==> src/rtl/match_event_monitor.sv <==
// match_event_monitor: counts detector matches over a lifetime and per window,
// raises a latched alarm on busy windows and hands window counts downstream.
module match_event_monitor #(
  parameter int CNT_W   = 8,
  parameter int WIN_LEN = 16,
  parameter int THRESH  = 3
) (
  input  logic             clk,
  input  logic             reset,
  input  logic             match_in,
  input  logic             enable,
  input  logic             clear,
  input  logic             alarm_clr,
  output logic [CNT_W-1:0] total_count,
  output logic [CNT_W-1:0] win_count,
  output logic             alarm,
  output logic             snap_valid,
  input  logic             snap_ready,
  output logic [CNT_W-1:0] snap_data,
  output logic             overrun
);

  localparam int TW = (WIN_LEN > 2) ? $clog2(WIN_LEN) : 1;
  localparam logic [TW-1:0]    T_LAST = TW'(WIN_LEN - 1);
  localparam logic [CNT_W-1:0] C_MAX  = '1;
  localparam logic [CNT_W-1:0] THR    = CNT_W'(THRESH);

  typedef enum logic [1:0] {
    IDLE,
    COUNT,
    ALARM
  } state_t;

  state_t           state_q, state_d;
  logic             match_q;
  logic [TW-1:0]    timer_q;
  logic             active;
  logic             close;
  logic             hit;
  logic [CNT_W-1:0] final_cnt;

  function automatic logic [CNT_W-1:0] sat_inc(
    input logic [CNT_W-1:0] v,
    input logic             b
  );
    return (b && v != C_MAX) ? v + CNT_W'(1) : v;
  endfunction

  assign active    = (state_q != IDLE);
  assign close     = active && (timer_q == T_LAST) && !clear;
  assign final_cnt = sat_inc(win_count, match_q);
  assign hit       = close && (final_cnt >= THR);

  // next-state: a qualifying close beats alarm_clr, disable beats all
  always_comb begin
    state_d = state_q;
    unique case (state_q)
      IDLE:    if (enable) state_d = COUNT;
      COUNT:   if (hit) state_d = ALARM;
      ALARM:   if (alarm_clr && !hit) state_d = COUNT;
      default: state_d = IDLE;
    endcase
    if (!enable) state_d = IDLE;
  end

  // state, registered alarm and input sample
  always_ff @(posedge clk or negedge reset) begin
    if (!reset) begin
      state_q <= IDLE;
      alarm   <= 1'b0;
      match_q <= 1'b0;
    end else begin
      state_q <= state_d;
      alarm   <= (state_d == ALARM);
      match_q <= match_in;
    end
  end

  // lifetime counter, window counter and window timer
  always_ff @(posedge clk or negedge reset) begin
    if (!reset) begin
      total_count <= '0;
      win_count   <= '0;
      timer_q     <= '0;
    end else if (clear) begin
      total_count <= '0;
      win_count   <= '0;
      timer_q     <= '0;
    end else begin
      if (active) total_count <= sat_inc(total_count, match_q);
      if (state_d == IDLE) begin
        win_count <= '0;
        timer_q   <= '0;
      end else if (close) begin
        win_count <= '0;
        timer_q   <= '0;
      end else if (active) begin
        win_count <= final_cnt;
        timer_q   <= timer_q + TW'(1);
      end
    end
  end

  // snapshot port: load on close if free or draining, else flag overrun
  always_ff @(posedge clk or negedge reset) begin
    if (!reset) begin
      snap_valid <= 1'b0;
      snap_data  <= '0;
      overrun    <= 1'b0;
    end else if (clear) begin
      snap_valid <= 1'b0;
      snap_data  <= '0;
      overrun    <= 1'b0;
    end else if (close) begin
      if (!snap_valid || snap_ready) begin
        snap_data  <= final_cnt;
        snap_valid <= 1'b1;
      end else begin
        overrun <= 1'b1;
      end
    end else if (snap_valid && snap_ready) begin
      snap_valid <= 1'b0;
    end
  end

endmodule

==> config.mk <==
export PLATFORM = sky130hd
export DESIGN_NAME = match_event_monitor
export DESIGN_NICKNAME = d
export VERILOG_FILES = /design/src/rtl/match_event_monitor.sv
export SDC_FILE = /design/constraint.sdc
export NUM_CORES = 1
export LEC_CHECK = 0
export BUFFER_PORTS_ARGS = -buffer_cell sky130_fd_sc_hd__buf_2
export CAP_MARGIN = 20
export CELL_PAD_IN_SITES_DETAIL_PLACEMENT = 0
export CELL_PAD_IN_SITES_GLOBAL_PLACEMENT = 1
export CORE_MARGIN = 4
export CORE_UTILIZATION = 30
export CTS_CLUSTER_SIZE = 14
export DETAILED_ROUTE_END_ITERATION = 12
export GPL_ROUTABILITY_DRIVEN = 1
export GPL_TIMING_DRIVEN = 0
export PLACE_DENSITY = 0.57
export REMOVE_ABC_BUFFERS = 1
export SLEW_MARGIN = 15
export SYNTH_ARGS = -nofsm -noshare
export SYNTH_HDL_FRONTEND = slang
export SYNTH_SLANG_ARGS = --single-unit
==> constraint.sdc <==
create_clock -name clk -period 3.7 [get_ports clk]
set_input_delay 0.74 -clock clk [delete_from_list [all_inputs] [get_ports clk]]
set_output_delay 0.74 -clock clk [all_outputs]
set_load 0.005 [all_outputs]
# After elaboration in Yosys (flattened, before gate mapping)
# Cells that the tools add are included.
# W data, S select, Z words.
dict set report classes {
  n_addsub 3
  magnitude_cmp 1
  n_eq_ne 8
  n_mux 26
  n_reduce_logical 24
}
# cell n
set ops {}
lappend ops {{$mux W8} 11}
lappend ops {{$add A8 B1 Y8 const B} 2}
lappend ops {{$mux W4} 4}
lappend ops {{$ne A8 B8 Y1 const B} 2}
lappend ops {{$reduce_bool A2 Y1} 5}
lappend ops {{$ge A8 B2 Y1 const B} 1}
lappend ops {{$reduce_and A2 Y1} 4}
lappend ops {{$logic_and A1 B1 Y1} 7}
lappend ops {{$mux W1} 7}
lappend ops {{$mux W2} 3}
lappend ops {{$pmux W2 S3} 1}
lappend ops {{$add A4 B1 Y4 const B} 1}
lappend ops {{$eq A2 B2 Y1 const B} 2}
lappend ops {{$eq A4 B4 Y1 const B} 1}
lappend ops {{$logic_not A2 Y1} 2}
lappend ops {{$reduce_bool A4 Y1} 1}
lappend ops {{$logic_not A1 Y1} 3}
lappend ops {{$ne A3 B2 Y1 const B} 1}
lappend ops {{$reduce_bool A3 Y1} 1}
lappend ops {{$eq A2 B1 Y1 const B} 1}
lappend ops {{$ne A2 B2 Y1 const B} 1}
lappend ops {{$logic_or A1 B1 Y1} 1}
dict set report word_totals {
  reg_bits 34
  in_bits 7
  out_inout_bits 27
  elab_cells 71
}

# Longest topological paths before layout
# Gate-level depths: netlist of run 1.
dict set report logic_depth {
  depth_word 13
  ltp_mapped 7
}

# Worst setup path before layout of run 1
# OpenSTA, ideal clock, no wires.
dict set report synth_timing {
  path_kind {register to register}
  startpoint {register win_count[0]}
  endpoint {register win_count[4]}
  t_arrival_ns 1.624
  setup_slack_ns 1.950
  stages_incl_launch_ff 8
  n_path_buf 1
  period_less_slack_ns 1.750
  path_cell_list {dfrtp_1 -> ha_1 -> buf_4 -> and3_1 -> a211oi_1 -> nor2_1 -> o21ai_0 -> a21oi_1}
}
dict set report synth_between {
  elab_chain_len 13
}
# element line_no
set synth_rtl {}
lappend synth_rtl {{start, declared} 15} ;# output logic [CNT_W-1:0] win_count,
lappend synth_rtl {{start signal, assigned} 98} ;# win_count <= final_cnt;
lappend synth_rtl {{parallel branches: the longest is 2 deep, another holds $add A8 B1 Y8} --}
lappend synth_rtl {{$mux W8 (*)} 46} ;# return (b && v != C_MAX) ? v + CNT_W'(1) : v;
lappend synth_rtl {{$ge A8 B2 Y1} 52} ;# assign hit = close && (final_cnt >= THR);
lappend synth_rtl {{$logic_and A1 B1 Y1} 52}
lappend synth_rtl {{$logic_not A1 Y1} 60} ;# ALARM: if (alarm_clr && !hit) state_d = COUNT;
lappend synth_rtl {{$logic_and A1 B1 Y1} 60}
lappend synth_rtl {{$mux W2} 60}
lappend synth_rtl {{$pmux W2 S3} 57} ;# unique case (state_q)
lappend synth_rtl {{$mux W2} 63} ;# if (!enable) state_d = IDLE;
lappend synth_rtl {{$logic_not A2 Y1} 91} ;# if (state_d == IDLE) begin
lappend synth_rtl {{$mux W8} 91}
lappend synth_rtl {{$mux W8} 85} ;# end else if (clear) begin
# Mark *: on every way between the ends. The select of a mux whose other input is x is not followed.
# A chain may end at the register's enable or synchronous reset.

# Worst setup path after layout of run 1
dict set report layout_timing {
  startpoint {register state_q[1]}
  endpoint {register snap_data[0]}
}
dict set report layout_between {
  elab_chain_len 5
}
# element line_no
set layout_rtl {}
lappend layout_rtl {{start, declared} 34} ;# state_t state_q, state_d;
lappend layout_rtl {{start signal, assigned} 73} ;# state_q <= state_d;
lappend layout_rtl {{$reduce_bool A2 Y1} 49} ;# assign active = (state_q != IDLE);
lappend layout_rtl {{$logic_and A1 B1 Y1 (2 in a row)} 50} ;# assign close = active && (timer_q == T_LAST) && !clear;
lappend layout_rtl {{$reduce_bool A2 Y1 (no source line)} --}
lappend layout_rtl {{$reduce_and A2 Y1 (no source line)} --}
lappend layout_rtl {{end signal, assigned} 116} ;# snap_data <= final_cnt;
lappend layout_rtl {{end, declared} 19} ;# output logic [CNT_W-1:0] snap_data,
# Every way passes these cells.

==> results of run 1 <==
-- metal layers --
layer | GRT usage | vias to the layer above | routed length, microns | part of all wire
li1 | - | 773 | - | -
met1 | 0.183 | 736 | 2280 | 0.50
met2 | 0.213 | 29 | 2070 | 0.45
met3 | 0.0350 | 6 | 174 | 0.038
met4 | 0.0411 | 0 | 56 | 0.012
met5 | 0 | - | 0 | 0
-- cell families after synthesis --
logic type | Yosys count | share of synthesized area
and+or+nand+nor | 81 | 0.216
xor gates and xnor gates | 13 | 0.0608
buffers and inverters | 13 | 0.0494
adders and majority gates | 3 | 0.0200
DFF | 34 | 0.454
muxes | 4 | 0.0220
AOI/OAI and AO/OA | 48 | 0.177
-- through the flow --
stage	hold slack, ns	util	std cells
2_1_floorplan	0.444	-	185
6_report	0.485	0.358	301
3_5_place_dp	0.469	0.342	293
3_3_place_gp	0.466	0.342	293
4_1_cts	0.486	0.358	301
5_1_grt	0.524	0.358	301
-- critical path, cell delays in order, from the launching register on --
cell,delay [ns]
sky130_fd_sc_hd__dfrtp_1,0.50
sky130_fd_sc_hd__o2111a_2,0.36
sky130_fd_sc_hd__a21oi_1,0.63
sky130_fd_sc_hd__or2_2,0.30
sky130_fd_sc_hd__o21ai_0,0.11
-- cells in the mapped netlist (all sizes together), types with 2 or more instances --
cell / n
xor2: 10
nor3: 7
o2111ai: 4
xnor2: 3
a21o: 2
nand4: 6
buf: 5
mux2i: 3
nand3: 6
o21ai: 12
nand2: 14
clkbuf: 6
o211ai: 2
a41o: 2
a22oi: 2
inv: 2
a21oi: 11
o2bb2a: 2
or3: 2
o31ai: 2
and4: 2
ha: 3
and3: 5
nand3b: 2
nor2: 27
dfrtp: 34
nand2b: 4
or2: 2
-- sequential cells by signal, summed over array words and instances (netlist names) --
signal	count
state_q	2
alarm	1
timer_q	4
win_count	8
snap_valid	1
overrun	1
total_count	8
snap_data	8
match_q	1
-- where the power goes --
part           internal [mW]  switching [mW]  total [mW]  leakage (nW)
clock network          0.150           0.143       0.293        0.0472
registers              0.377         0.00838       0.385         0.467
logic                 0.0160          0.0343      0.0503         0.507
-- final cells by class --
class                      count  area [sq um]
clock inverter                 2          12.5
inverter                       2          7.51
timing repair buffer          33           165
sequential                    34           851
tap                           75          93.8
fill                         620          3850
multi-input combinational    149           930
clock buffer                   6          82.6
-- cells in the final DEF, fill, tap and decap left out, drive strengths merged, types with 3 or more instances in the layout --
master,instances
nand2b,4
and3,5
a21oi,11
nor2,27
nor3,7
xor2,10
buf,33
clkbuf,6
mux2i,3
nand4,6
o21ai,12
xnor2,3
dfrtp,34
o2111ai,4
nand2,14
ha,3
nand3,6
-- how the worst max path moves through the flow --
stage | startpoint | end | slack, ns | depth (start not counted)
CTS | state_q[1] | snap_data[0] | 1.64 | 4
floorplan | snap_ready | snap_data[0] | 1.90 | 4
finish | state_q[1] | snap_data[0] | 1.67 | 4
global route | state_q[1] | snap_data[0] | 1.51 | 4
global placement | snap_ready | snap_data[0] | 1.46 | 5
detailed placement | clear | snap_data[3] | 1.49 | 4
==> results.txt, run 1 <==
The share of the clock period used by the worst path was 0.547; the overall routing resource usage was 0.136. Setup total negative slack on the finished layout was measured at 0 ns. After detailed placement, the total cell area comes to 2050 sq um. The share of post-route cells with drive strength above 1 was 0.217.

The count of flip-flops with a built-in enable after synthesis came out at 0. The run gives 0.742 as the final estimated routing congestion in global placement. After synthesis, the netlist uses 50 different library cells. Setup violations remaining at the end of the flow were counted as 0. The largest net degree at the start of global routing was 35; the number of cells on the worst hold path was 2.

For this run, the detailed router's first-pass iteration total came to 4. The run finished with clean final reports. The startpoint identified for the worst hold timing path is snap_data[5]. The initialized floorplan defines 28 standard-cell rows. The total design power is 0.728 mW, and the starting density of the core is 0.313.

The run gives 7980 microns as the global-route wire length before repair. The detail route stage leaves a number of antenna-violating nets equal to 0. The worst register-to-register path ends at snap_data[0]. The synthesized flop and latch total came out at 34. Dividing the detail-routed wire length by the instance count gives 15.2 microns. Source of the worst register-to-register timing path: state_q[1]. Clock-pin slew was measured on the worst setup and hold paths at 0.08 ns.

The run gives 1612 as the number of global-route vias before repair. The tools report the clock insertion delay at the later pin of the skew report as 0.29 ns. TritonCTS built the clock tree.

The register-to-register setup slack came out at 1.67 ns. After detailed routing, the number of remaining DRC violations is 0. The worst register-to-register path has a depth of 4. The async set-reset flop share out of synthesis came out at 1.00.

The logs give 0 for the number of antenna violations at the first check in global routing and 1870 sq um for the post-synth design cell area. The die covers 7570 sq um. For hold timing, the worst endpoint is snap_data[5]. By area the synthesized netlist is led by sky130_fd_sc_hd__dfrtp_1, sky130_fd_sc_hd__nor2_1, sky130_fd_sc_hd__xor2_1. For this design the ratio of total power to cell area is 340 nW/um^2.

Data on the critical path is required at its endpoint by 3.87 ns. For this block, the via count after detailed routing is 1544. The worst hold path belongs to the class flop to flop.

Using the TritonRoute via totals, the vias-per-cell ratio works out to 5.13. In the final design database the tool counted 235 nets. In the synthesized netlist the dominant register cell turns out to be sky130_fd_sc_hd__dfrtp_1.

The worst IR drop on VDD came out at 0.000164 V. The minimum period implied by the final worst setup slack is 2.03 ns. The final instance area is 2140 sq um, and the maximum net fanout on the critical path is 11.

The run gives 0 as the quantity of hold-fixing buffers added after cts. The kind of capture point of the worst setup path was a flop. The cell sitting at the root of the clock tree is a sky130_fd_sc_hd__clkbuf_8. After legalization and detailed placement, the total HPWL measured 3260 microns. The tools report the total clock buffers created by CTS as 5. Summed over all cells, the static leakage comes to 1.02 nW.

For the pin with the worst max-slew slack, the measured transition is 0.801 ns. The worst endpoint data arrival time was 2.20 ns; the starting DRC count in detailed routing was 48. The clock net in this run drives a total of 34 sinks. From synthesis to final layout, the design area changed by 14.4%.

The Yosys step of the flow raised 0 warnings. Max-cap violations in this run came to 0. The routed design has 4570 microns of wire.

After synthesis, the mean cell area works out to 9.56 sq um. The critical path is of the flop to flop type. The logs give 5990 sq um for the placeable core region and 2 for the H-tree depth. Setup repair after global routing left no endpoint under its margin.

The number of cells upsized or downsized after cts is 0, and the deepest clock path buffer count is 2. The worst-case headroom to the max-slew limit was 0.466. Cell type contributing the most total cell area after synthesis: sky130_fd_sc_hd__dfrtp_1. STA classifies the critical path startpoint as a flop. Post-CTS timing repair inserted 0 buffers for setup. The die outline height works out to 87.0 microns.

The post-synthesis sequential area ratio came out at 0.454. The tools report the count of pins over their slew limit as 0. In the post-route analysis, the smallest setup slack over all paths is 1.67 ns. In this run the count of I/O pins placed on the die edge is 34.

In this run the horizontal extent of the chip is 87.0 microns. The number of antenna diodes in the final layout is 0. At the placement stage, the worst setup path has a slack of 1.49 ns.

The total overflow left after global routing is 0. The cell count after synthesis came out at 196. For the worst-case clock skew, the log shows 0.00547 ns. The area share of the largest cell type after synthesis was 0.454; the maximum clock frequency was 494 MHz.

In this run the tool buffered the top-level ports with 33 buffer cells. The number of failing hold endpoints at the final stage came out at 0.
(Power assumes the default switching activity.)
==> run 2: changes to the inputs <==
--- a/config.mk
+++ b/config.mk
@@ -15,7 +15,7 @@
 export DETAILED_ROUTE_END_ITERATION = 12
 export GPL_ROUTABILITY_DRIVEN = 1
 export GPL_TIMING_DRIVEN = 0
-export PLACE_DENSITY = 0.57
+export PLACE_DENSITY = 0.59
 export REMOVE_ABC_BUFFERS = 1
 export SLEW_MARGIN = 15
 export SYNTH_ARGS = -nofsm -noshare
==> constraint.sdc (replaced) <==
create_clock -name clk -period 1.8 [get_ports clk]
set_input_delay 0.36 -clock clk [delete_from_list [all_inputs] [get_ports clk]]
set_output_delay 0.36 -clock clk [all_outputs]
set_load 0.005 [all_outputs]
==> run 2 against run 1 <==
  * Critical path type unchanged
  * Global-route usage shrank 0.28 points
  * Clock power grew to 3.0 times the previous value
  * Critical endpoint is now win_count[2]
  * Count of clock-buffer cells in the layout did not move
==> results.txt, run 2 (synthesis results as in run 1) <==
The logs give 1.14 nW (+11%) for the leakage power total and 7970 microns (-0.18%) for the global-route wire length before repair. TritonCTS built the clock tree. Setup repair after global routing could not meet its margin everywhere. The stage delay of the slowest cell on the critical path was 0.44 ns (-0.19 ns); the floorplan die area was 7570 sq um (unchanged). For the quantity of hold-fixing buffers added after cts, the log shows 0 (unchanged). The run gives 35 (unchanged) as the largest net degree at the start of global routing.

The die outline height is 87.0 microns (unchanged). Number of cells on the worst reg-to-reg path: 5 (+1). The min-delay analysis places its worst path in the category primary input to asynchronous set/reset pin. Number of iterations in the first detailed-routing pass: 4 (unchanged).

The tools report the overall routing resource usage as 0.133 (-0.00280). Clock tree root buffer cell: sky130_fd_sc_hd__clkbuf_8. The tools report the number of maximum-capacitance constraint violations as 0 (unchanged). For the multi-input gate area in the final layout, the log shows 1030 sq um (+10%).

Post-layout instance count excluding filler cells: 320 (+6.3%). The tools report the startpoint type of the worst setup path as a flop. The area occupied by registers is 862 sq um (+1.3%). The chip width came out at 87.0 microns (unchanged). The H-tree depth came out at 2 (unchanged). The area growth from synthesis to final layout was 31.0%.

In this design, the largest share of critical-path delay is due to simple AND/OR/NAND/NOR gates. The worst IR drop on VDD was 0.000407 V (+150%). The clock transition time at the flip-flop clock pins of the worst setup and hold paths came out at 0.07 ns (about the same). The count of input and output buffers works out to 33 (unchanged). The count of buffer and inverter cells on the critical path is 0 (unchanged). The critical path class is flop to flop.

The maximum net fanout on the critical path came out at 8 (-3). The run finished with clean final reports. Starting density of the core: 0.313 (unchanged).

The antenna cell count was 0 (unchanged); the net total in the final layout was 254 (+8.1%). The worst endpoint data arrival time was 1.98 ns (-0.22 ns); the number of antenna-violating nets in the routed design was 0 (unchanged). The number of antenna violations at the first check in global routing came out at 0 (unchanged). The power density normalized to cell area was 736 nW/um^2 (+120%). The run gives 1580 (-2.0%) as the number of global-route vias before repair. The logs give 28 (unchanged) for the row count and 5990 sq um (unchanged) for the placeable core region. For the worst-case clock skew, the log shows 0.00272 ns (-0.00276 ns). For the final setup violation count, the log shows 0 (unchanged). The most common library cell in the layout ignoring fill and taps was sky130_fd_sc_hd__buf_2. In the final layout, the registers with the most flip-flops are snap_data (8), total_count (8), win_count (8). Among all stages on the critical path, the largest delay is contributed by sky130_fd_sc_hd__or3_4. The source of the worst register-to-register timing path is timer_q[0]. The placed cell count was 293 (unchanged).

The tools report the clock sink total as 34 (unchanged). For the total design power, the log shows 1.81 mW (+150%). The logs give 34 (unchanged) for the count of pins on the block boundary and 563 MHz (+14%) for the maximum clock frequency.

The detail-routed net length per standard cell was 15.1 microns (-0.49%). The count of pins over their slew limit was 0 (unchanged); the post-detailed-route DRC marker count was 0 (unchanged). Leaving out fill and tap cells, the most frequent cells in the layout are sky130_fd_sc_hd__buf_2, sky130_fd_sc_hd__nor2_1, sky130_fd_sc_hd__dfrtp_1, sky130_fd_sc_hd__buf_4, sky130_fd_sc_hd__nand2_1.

STA classifies the critical path endpoint as a flop. The required time reported for the critical path endpoint came out at 2.01 ns (-1.86 ns). The logs give 2 (unchanged) for the deepest clock path buffer count and 1633 (+5.8%) for the overall via count from detail_route. The share of post-route cells with drive strength above 1 was 0.371 (+0.155). The run gives 0 (unchanged) as the number of failing hold endpoints at the final stage.

The tools report the total clock buffers created by CTS as 5 (unchanged). Clock insertion delay at the later pin of the skew report: 0.29 ns (about the same). The estimated wirelength of the detail-placed design is 3190 microns (-2.1%), and the worst-case headroom to the max-slew limit is 0.492 (+0.0259). The tools report the starting DRC count in detailed routing as 67 (+40%). Walking the worst path, the cells encountered are ha_2, o2111a_2, or3_4, or3_1, a21oi_1.

Register-to-register setup slack: 0.03 ns (-1.65 ns). The aggregate global routing overflow was 0 (unchanged). The post-detailed-routing wire length was 4840 microns (+5.8%); the final estimated routing congestion in global placement was 0.732 (-1.3%). The share of the clock period used by the worst path was 0.986 (+0.439). The number of fill cells was 629 (+1.5%). In this run the critical register-to-register path is captured at win_count[2].

The minimum period implied by the final worst setup slack is 1.77 ns (-0.251 ns). The actual slew at the worst max-slew pin is 0.762 ns (-0.0389 ns). The mean number of vias per cell is 5.10 (-0.52%).
run 2: cell type report:
type	instances	area share
Tap cell	75	0.0382
Clock buffer	6	0.0337
Clock inverter	2	0.0245
Timing Repair Buffer	52	0.131
Sequential cell	34	0.351
Multi-Input combinational cell	149	0.419
Inverter	2	0.00306
run 2: per-layer routing:
layer	track usage	vias to the layer above	routed length, microns
met5	0	-	0
met4	0.0368	0	42
met3	0.0397	5	205
met2	0.206	24	2280
met1	0.179	795	2310
li1	-	809	-
run 2: worst max-delay path by stage:
stage | endpoint | depth (start not counted) | startpoint | slack [ns]
final | win_count[2] | 5 | timer_q[0] | 0.03
after global routing | win_count[2] | 5 | timer_q[0] | -0.04
after CTS | win_count[2] | 4 | state_q[0] | 0.01
after detailed placement | snap_data[0] | 4 | state_q[1] | -0.20
after global placement | snap_data[0] | 4 | state_q[1] | -0.23
after floorplan | win_count[4] | 6 | win_count[0] | 0.09
run 2: timing repair:
action / 4_1_cts / 5_1_grt
gates resized for setup: 13 / 15
pin swaps: 1 / 5
cloned: 0 / 0
setup endpoints to repair: 16 / 21
buffers inserted: 1 / 18
run 2: power breakdown:
group / switching (mW) / leakage (nW) / total (mW) / internal (mW)
registers: 0.0136 / 0.454 / 0.789 / 0.775
logic: 0.0814 / 0.610 / 0.130 / 0.0484
clock network: 0.297 / 0.0714 / 0.888 / 0.591
total: 0.392 / 1.14 / 1.81 / 1.41
run 2: per-stage QoR:
| step | setup slack (ns) | utilization | area, sq um | TNS, ns | hold WS [ns] |
|---|---|---|---|---|---|
| after global placement | -0.227 | 0.342 | 2050 | -1.85 | 0.467 |
| after CTS | 0.0116 | 0.374 | 2240 | 0 | 0.165 |
| final | 0.0251 | 0.410 | 2450 | 0 | 0.143 |
| after global routing | -0.0422 | 0.410 | 2450 | -0.0798 | 0.172 |
| after floorplan | 0.0916 | - | 1790 | 0 | 0.0644 |
| after detailed placement | -0.204 | 0.342 | 2050 | -1.70 | 0.473 |
==> run 3: changes to the inputs <==
--- a/config.mk
+++ b/config.mk
@@ -7,15 +7,15 @@
 export LEC_CHECK = 0
 export BUFFER_PORTS_ARGS = -buffer_cell sky130_fd_sc_hd__buf_2
 export CAP_MARGIN = 20
-export CELL_PAD_IN_SITES_DETAIL_PLACEMENT = 0
-export CELL_PAD_IN_SITES_GLOBAL_PLACEMENT = 1
+export CELL_PAD_IN_SITES_DETAIL_PLACEMENT = 2
+export CELL_PAD_IN_SITES_GLOBAL_PLACEMENT = 2
 export CORE_MARGIN = 4
 export CORE_UTILIZATION = 30
 export CTS_CLUSTER_SIZE = 14
 export DETAILED_ROUTE_END_ITERATION = 12
 export GPL_ROUTABILITY_DRIVEN = 1
 export GPL_TIMING_DRIVEN = 0
-export PLACE_DENSITY = 0.59
+export PLACE_DENSITY = 0.71
 export REMOVE_ABC_BUFFERS = 1
 export SLEW_MARGIN = 15
 export SYNTH_ARGS = -nofsm -noshare
==> run 3 against run 2 <==
  * Register-to-register slack barely moved
  * First-iteration DRC count shrank 31%
  * Non-clock buffer count is 2 higher
  * Routed wire length grew 22%
  * Design area is 0.56% lower
  * Worst setup slack better by 0.015 ns
  * Power fell by 16%
  * Clock power fell by 34%
==> results.txt, run 3 (synthesis results as in run 1) <==
The final-layout worst hold slack was 0.145 ns (+0.00203 ns); the final estimated routing congestion in global placement was 0.751 (+2.6%). The chip width was 87.0 microns (unchanged). The overall routing resource usage came out at 0.155 (+0.0224). The largest registers in the layout are snap_data (8), total_count (8), win_count (8). The total design power is 1.52 mW (-16%), and the required time reported for the critical path endpoint is 1.97 ns (-0.04 ns). The launch point of the worst path is win_count[2]. The count of input and output buffers works out to 33 (unchanged).

The worst endpoint data arrival time was 1.93 ns (-0.05 ns); the share of the clock period used by the worst path was 0.978 (-0.00831). The logs give 5990 sq um (unchanged) for the placeable core region and 1.12 nW (-1.0%) for the leakage power total. The total cell area at the placement stage came out at 2050 sq um (unchanged).

The final setup violation count is 0 (unchanged), and the clock transition time at the flip-flop clock pins of the worst setup and hold paths is 0.07 ns (about the same). The most common library cell in the layout ignoring fill and taps is sky130_fd_sc_hd__buf_2. The number of failing hold endpoints at the final stage is 0 (unchanged). The register-to-register setup slack came out at 0.04 ns (about the same). The worst register-to-register path ends at alarm.

The run gives 1805 (+14%) as the number of global-route vias before repair. Endpoint of the most critical setup path: alarm. Quantity of hold-fixing buffers added after cts: 0 (unchanged). The tools report the multi-input gate area in the final layout as 1060 sq um (+3.4%).

The power density normalized to cell area was 623 nW/um^2 (-15%). The worst setup path is launched from a flop. The actual slew at the worst max-slew pin is 0.761 ns (-0.00101 ns). For the area occupied by registers, the log shows 862 sq um (unchanged).

For the number of antenna violations at the first check in global routing, the log shows 0 (unchanged). The number of fill cells is 673 (+7.0%). The total clock buffers created by CTS came out at 5 (unchanged).

The post-layout instance count excluding filler cells is 322 (+0.63%). The run gives 256 (+0.79%) as the net total in the final layout. The estimated wirelength of the detail-placed design came out at 3790 microns (+19%). The run gives 35 (unchanged) as the largest net degree at the start of global routing. The overall via count from detail_route is 1707 (+4.5%). The worst-case headroom to the max-slew limit was 0.492 (+0.000670). The tools report the placed cell count as 293 (unchanged).

The count of pins over their slew limit is 0 (unchanged), and the starting DRC count in detailed routing is 46 (-31%). The run gives 2440 sq um (-0.56%) as the final instance area. In this run the critical register-to-register path is launched from win_count[2]. The deepest clock path buffer count is 2 (unchanged), and the maximum net fanout on the critical path is 8 (unchanged). Setup repair after global routing could not meet its margin everywhere. The tools report the post-detailed-route DRC marker count as 0 (unchanged).

For the clock insertion delay at the later pin of the skew report, the log shows 0.28 ns (about the same). The logs give 4 (unchanged) for the number of iterations in the first detailed-routing pass and 0 (unchanged) for the antenna cell count. The tools report the count of pins on the block boundary as 34 (unchanged). The worst IR drop on VDD was 0.000361 V (-11%); the row count was 28 (unchanged).

The die outline height works out to 87.0 microns (unchanged). STA classifies the critical path endpoint as a flop. The share of post-route cells with drive strength above 1 is 0.389 (+0.0172), and the floorplan die area is 7570 sq um (unchanged). In the layout the commonest cells are sky130_fd_sc_hd__buf_2, sky130_fd_sc_hd__nor2_1, sky130_fd_sc_hd__dfrtp_1, sky130_fd_sc_hd__buf_4, sky130_fd_sc_hd__nand2_1. H-tree depth: 2 (unchanged).

The tree is rooted in a sky130_fd_sc_hd__clkbuf_8. The tools report the worst-case clock skew as 0.00307 ns (+0.000349 ns). The tools report the clock sink total as 34 (unchanged). The mean number of vias per cell was 5.30 (+3.9%). Compared with the post-synthesis result, the final layout area differs by 30.3%. The tools report the global-route wire length before repair as 9260 microns (+16%). The tools report the number of antenna-violating nets in the routed design as 0 (unchanged).

The sum of negative setup slack is 0 ns (unchanged). The number of cells on the worst reg-to-reg path is 5 (unchanged). TritonCTS built the clock tree.

The starting density of the core is 0.313 (unchanged), and the post-detailed-routing wire length is 5900 microns (+22%). Path type of the worst min-delay path: primary input to asynchronous set/reset pin. The critical path class was flop to flop. The maximum clock frequency is 568 MHz (+0.85%), and the minimum period implied by the final worst setup slack is 1.76 ns (-0.0150 ns).

The flow ran to the end, and the final reports show no timing, DRC or antenna violations. The number of maximum-capacitance constraint violations was 0 (unchanged); the detail-routed net length per standard cell was 18.3 microns (+21%). The tools report the aggregate global routing overflow as 0 (unchanged).
## run 3: cell count changes in the layout (fill, tap and decap cells not counted), sizes merged
cell / previous run / this run
clkinv: 0 / 1
clkbuf: 6 / 7
buf: 52 / 54
bufinv: 2 / 0
## run 3: worst min-delay path by stage
stage,end,from,cells past startpoint
3_5_place_dp,match_q,match_in,1
2_1_floorplan,alarm,reset,0
5_1_grt,match_q,match_in,1
3_3_place_gp,snap_data[1],snap_data[1],2
4_1_cts,total_count[1],reset,1
6_report,total_count[1],reset,1
## run 3: power by group
group | internal, mW | total, mW | switching (mW)
Sequential | 0.776 | 0.788 | 0.0124
Clock | 0.309 | 0.585 | 0.276
Combinational | 0.0555 | 0.147 | 0.0914
## run 3: repair_timing
action,4_1_cts,5_1_grt
endpoints found under the setup margin,18,22
resized for setup,15,19
pin swaps,3,4
buffers inserted,5,16
## run 3: worst max-delay path, cell delays in order, from the launching register on
cell and delay [ns]:
sky130_fd_sc_hd__dfrtp_2 0.43, sky130_fd_sc_hd__nand2_1 0.13, sky130_fd_sc_hd__or4_1 0.52, sky130_fd_sc_hd__nand3_2 0.13, sky130_fd_sc_hd__nand4_1 0.16, sky130_fd_sc_hd__a41o_1 0.28
## run 3: area by class of cell
class,instances,share of cell area
Inverter,2,0.00308
Clock inverter,1,0.00205
Timing Repair Buffer,54,0.132
Sequential cell,34,0.353
Tap cell,75,0.0385
Multi-Input combinational cell,149,0.435
Clock buffer,7,0.0354
## run 3: stage by stage
step | util | setup slack [ns]
2_1_floorplan | - | 0.0916
3_3_place_gp | 0.342 | -0.208
3_5_place_dp | 0.342 | -0.205
4_1_cts | 0.371 | -0.00889
5_1_grt | 0.407 | -0.0492
6_report | 0.407 | 0.0401
## run 3: per-layer routing
metal,global-route usage,routed length (microns)
met5,0,0
met4,0.0510,59
met3,0.0312,157
met2,0.255,3000
met1,0.203,2680
